## src/rtl/seq_gen_param.sv

```systemverilog
// seq_gen_param
// Parametrised timing-state sequencer. It steps a one-hot phase vector, and
// the matching binary index, through a programmable number of phases per
// sequence. It supports early finish, halt/resume and a count of completed
// sequences.
//
// Ports
//   clk      in   single clock, rising edge
//   clr      in   synchronous active-high reset
//   ce       in   advance enable
//   len      in   phase count for the next sequence; used only in phase 0
//                 (0 or > NSTATES selects NSTATES)
//   fin      in   finish the current sequence after this phase
//   halt     in   enter the halted condition when the sequence completes
//   resume   in   leave the halted condition (works regardless of ce)
//   state    out  one-hot phase vector, equal to 1 << phase
//   phase    out  binary phase index
//   first    out  phase 0 and not halted
//   last     out  final phase of the current sequence
//   halted   out  frozen at phase 0
//   seq_cnt  out  completed sequences, modulo 2^CW
//
// Run/halt control
//   state   | meaning
//   ST_RUN  | phases advance whenever ce is high
//   ST_HALT | frozen at phase 0 until resume
module seq_gen_param #(
  parameter int NSTATES = 6,
  parameter int CW      = 8,
  localparam int IW     = (NSTATES > 2) ? $clog2(NSTATES) : 1
) (
  input  logic               clk,
  input  logic               clr,
  input  logic               ce,
  input  logic [IW:0]        len,
  input  logic               fin,
  input  logic               halt,
  input  logic               resume,
  output logic [NSTATES-1:0] state,
  output logic [IW-1:0]      phase,
  output logic               first,
  output logic               last,
  output logic               halted,
  output logic [CW-1:0]      seq_cnt
);

  typedef enum logic {ST_RUN = 1'b0, ST_HALT = 1'b1} ctl_t;

  localparam logic [IW:0] NS_L = (IW+1)'(NSTATES);

  ctl_t            ctl_q, ctl_nxt;
  logic [IW-1:0]   phase_nxt;
  logic [CW-1:0]   cnt_nxt;
  logic [IW:0]     len_q, len_q_nxt;
  logic [IW:0]     len_clamp;
  logic [IW:0]     eff_len;
  logic            at_zero;
  logic            adv;
  logic            done;

  assign at_zero   = (phase == '0);
  assign len_clamp = (len == '0 || len > NS_L) ? NS_L : len;
  // len only matters in phase 0; once the sequence is under way the length
  // latched on leaving phase 0 governs.
  assign eff_len   = at_zero ? len_clamp : len_q;

  assign halted = (ctl_q == ST_HALT);
  assign first  = at_zero && !halted;
  assign last   = !halted && ((IW+1)'(phase) == eff_len - (IW+1)'(1));
  assign adv    = ce && !halted && !clr;
  assign done   = adv && (last || fin);

  // state is decoded from phase so it is always exactly one-hot.
  always_comb begin
    state        = '0;
    state[phase] = 1'b1;
  end

  always_comb begin
    ctl_nxt   = ctl_q;
    phase_nxt = phase;
    cnt_nxt   = seq_cnt;
    len_q_nxt = len_q;
    if (halted && resume) begin
      ctl_nxt = ST_RUN;
    end else if (done) begin
      phase_nxt = '0;
      cnt_nxt   = seq_cnt + CW'(1);
      ctl_nxt   = halt ? ST_HALT : ST_RUN;
    end else if (adv) begin
      phase_nxt = phase + IW'(1);
      if (at_zero) len_q_nxt = len_clamp;
    end
  end

  always_ff @(posedge clk) begin
    if (clr) begin
      ctl_q   <= ST_RUN;
      phase   <= '0;
      seq_cnt <= '0;
      len_q   <= NS_L;
    end else begin
      ctl_q   <= ctl_nxt;
      phase   <= phase_nxt;
      seq_cnt <= cnt_nxt;
      len_q   <= len_q_nxt;
    end
  end

endmodule

```

## config.mk

```make
export PLATFORM = sky130hd
export DESIGN_NAME = seq_gen_param
export DESIGN_NICKNAME = d
export VERILOG_FILES = /design/src/rtl/seq_gen_param.sv
export SDC_FILE = /design/constraint.sdc
export NUM_CORES = 1
export LEC_CHECK = 0
export CORE_ASPECT_RATIO = 0.75
export CORE_MARGIN = 2
export CORE_UTILIZATION = 49
export CTS_CLUSTER_DIAMETER = 50
export DETAILED_ROUTE_END_ITERATION = 10
export GPL_TIMING_DRIVEN = 0
export PLACE_DENSITY_LB_ADDON = 0.2
export SYNTH_ARGS = -nofsm -noshare
export SYNTH_HDL_FRONTEND = slang
export SYNTH_SLANG_ARGS = --single-unit
```

## constraint.sdc

```tcl
create_clock -name clk -period 5.8 [get_ports clk]
set_input_delay 1.16 -clock clk [delete_from_list [all_inputs] [get_ports clk]]
set_output_delay 1.16 -clock clk [all_outputs]
set_load 0.02 [all_outputs]
```

==> impl_metrics.tcl <==
set metrics [dict create \
    wirelength_um 2440 \
    synthXorXnorAreaFrac_pct 0.896 \
    groute.usage.overall_pct 19.7 \
    initial_utilization_pct 54.1 \
    finalCritPeriodShare_pct 84.2 \
    routedWlPerCell_um 14.3 \
    worstMarginPinSlew_ns 0.480 \
    die_area_mm2 0.00237 \
    final_common_cell "clkdlybuf4s50_1" \
    fillers 143 \
    place_congestion 0.907 \
    dieHeight_um 42.7 \
    synth_largest_area_cell "dfxtp_1" \
    power.leakage_nw 0.481 \
    grt_max_degree 11 \
    rows 13 \
    worst-setup-path-type "input port to primary output" \
    ys_seq_area_share_pct 32.8 \
    multiInputGateArea_um2 631 \
    path_clk_slew_ns 0.10 \
    ctsResizeCount 0 \
    regArea_um2 320 \
    critPathCaptureType "primary output" \
    ys.warnings.count 0 \
    fin_setup_tns_ns 0 \
    antenna_found_initial 0 \
    rsz0062_at_grt "no" \
    dp_cells 167 \
    core_mm2 0.00181 \
    setup_violations 0 \
    grt_pass1_vias 796 \
    route.detailed.drc 0 \
    synth-adder-area-share_pct 3.84 \
    synth-seq-cells 16 \
    cts_tree "yes" \
    holdWs_ns 0.512 \
    area_delta_synth_final_pct 36.2 \
    path_max_fanout 6 \
    postPlaceCellArea_mm2 0.00129 \
    clk-insertion-delay-late_ns 0.29 \
    grt_overflow 0 \
    hold_viol_final 0 \
    ys.flop_type "dfxtp_1" \
    min_period_ns 4.88 \
    grt_pass1_wl_um 3670 \
    cts.sinks 16 \
    ir_worst_vdd_mv 0.148 \
    dr.pass1.iters 4 \
    io_pins 30 \
    worstPathRequired_ns 4.64 \
    instances_no_fill 171 \
    synth-compound-area-share_pct 26.9 \
    fp.dieW_um 55.6 \
    worst_ep_arrival_time_ns 3.72 \
    clockBufferDepth 2 \
    avgSynthCellArea_um2 8.42 \
    ant_nets 0 \
    hpwlAfterDp_um 1890 \
    synth_top_family_by_area "simple AND/OR/NAND/NOR gates" \
    yosys.area.top_type_share_pct 32.8 \
    start_kind "input port" \
    maxCapViolations 0 \
    nNetsFinal 163 \
    fmax_ghz 0.205 \
    layout_common_cells "29 x clkdlybuf4s50_1, 16 x dfxtp_1, 12 x nor2_1" \
    skew_ns 0.00515 \
    numCtsBuffers 3 \
    synthesis.area_um2 977 \
    synth_cell_types 38 \
    synth_top_cells_by_area "dfxtp_1 33%, nor2_1 4.6%, a21oi_1 4.1%" \
    synth_cells 116 \
    dr_total_vias 996 \
    synth_edf_count 0 \
    power-per-cell-area_mw_per_mm2 179 \
    status "complete, no violations" \
    syn_nets 129 \
    synthMuxAreaShare_pct 5.63 \
    worst_hold_path_type "flip-flop to flip-flop" \
    drt_iter0_markers 37 \
    stdcell_area_mm2 0.00133 \
    slew_viol_final 0 \
    drive_above_1_share_pct 9.40 \
    io_buffer_count 29 \
    synthArstFlopShare_pct 0 \
    postCtsSetupRepairBufs 0 \
    synth_simple_gate_area_share_pct 27.3 \
    antennaDiodeCount 0 \
    viasPerCell 5.82 \
    root_buffer "clkbuf_4" \
    cts_htree_levels 1 \
    cts_hold_buffers 0 \
    slew_headroom_pct 67.7 \
]
layer usage:
metal / up-vias / wire length, µm / share of wire, % / track usage, %
met5: - / 0 / 0 / 0
met4: 0 / 10 / 0.41 / 2.93
met3: 2 / 131 / 5.4 / 5.18
met2: 29 / 1100 / 45 / 29.8
met1: 466 / 1200 / 49 / 28.8
li1: 499 / - / - / -
final timing paths:
path / start / cells past startpoint / slack [ns] / to
hold reg to reg: seq_cnt[7] / 2 / 0.51 / seq_cnt[7]
setup / recovery: len[3] / 7 / 0.92 / last
hold / removal: seq_cnt[7] / 2 / 0.51 / seq_cnt[7]
setup reg to reg: phase[0] / 10 / 2.67 / seq_cnt[6]
sequential cells by signal, summed over array words and instances, names as in the netlist:
signal   cells
phase        3
halted       1
seq_cnt      8
len_q        4
synth_stat cells, types with 2 or more instances:
library cell / count
a21oi_1: 8
and3_1: 3
clkbuf_1: 2
dfxtp_1: 16
ha_1: 3
inv_1: 5
mux2i_1: 4
nand2_1: 5
nand2b_1: 4
nand3_1: 7
nor2_1: 12
nor2b_1: 2
nor3_1: 6
nor4_1: 2
o211ai_1: 5
o21ai_0: 4
o21ai_1: 2
o31ai_1: 4
or3_1: 3
final cells by class:
cell class	count	area share (%)
well taps	22	2.07
plain buffers	2	0.564
flip-flops and latches	16	24.1
multi-input cells	93	47.4
repair buffers	29	21.8
inverters	5	1.41
clock buffers	4	2.73
stage by stage:
stage | setup slack [ns] | total power, mW | utilization, %
floorplan | 2.09 | 0.144 | -
global placement | 0.927 | 0.164 | 71.7
detailed placement | 0.920 | 0.164 | 71.7
CTS | 0.915 | 0.239 | 73.7
global route | 0.830 | 0.247 | 73.7
finish | 0.916 | 0.238 | 73.7
power by group:
| part | switching (mW) | leakage [nW] | internal [mW] |
|---|---|---|---|
| Clock | 0.0371 | 0.0210 | 0.0382 |
| Combinational | 0.0250 | 0.330 | 0.0217 |
| Sequential | 0.00351 | 0.130 | 0.112 |
cells by family (layout without fill, tap and decap cells):
| logic type | Yosys count | count (layout) |
|---|---|---|
| AND/OR/NAND/NOR | 50 | 50 |
| AO/OA/AOI/OAI | 34 | 34 |
| flip-flops | 16 | 16 |
| buffers and inverters | 7 | 40 |
| multiplexers | 5 | 5 |
| adder cells (fa/ha/maj) | 3 | 3 |
| XOR/XNOR | 1 | 1 |
critical path, stage by stage:
cell and delay, ns:
clkdlybuf4s50_1 0.51, and4bb_1 0.23, a22oi_2 0.20, a21boi_2 0.25, mux2_4 0.33, a211oi_4 0.37
clkdlybuf4s50_1 0.67
Note: power is estimated with default switching activity, not from simulation.
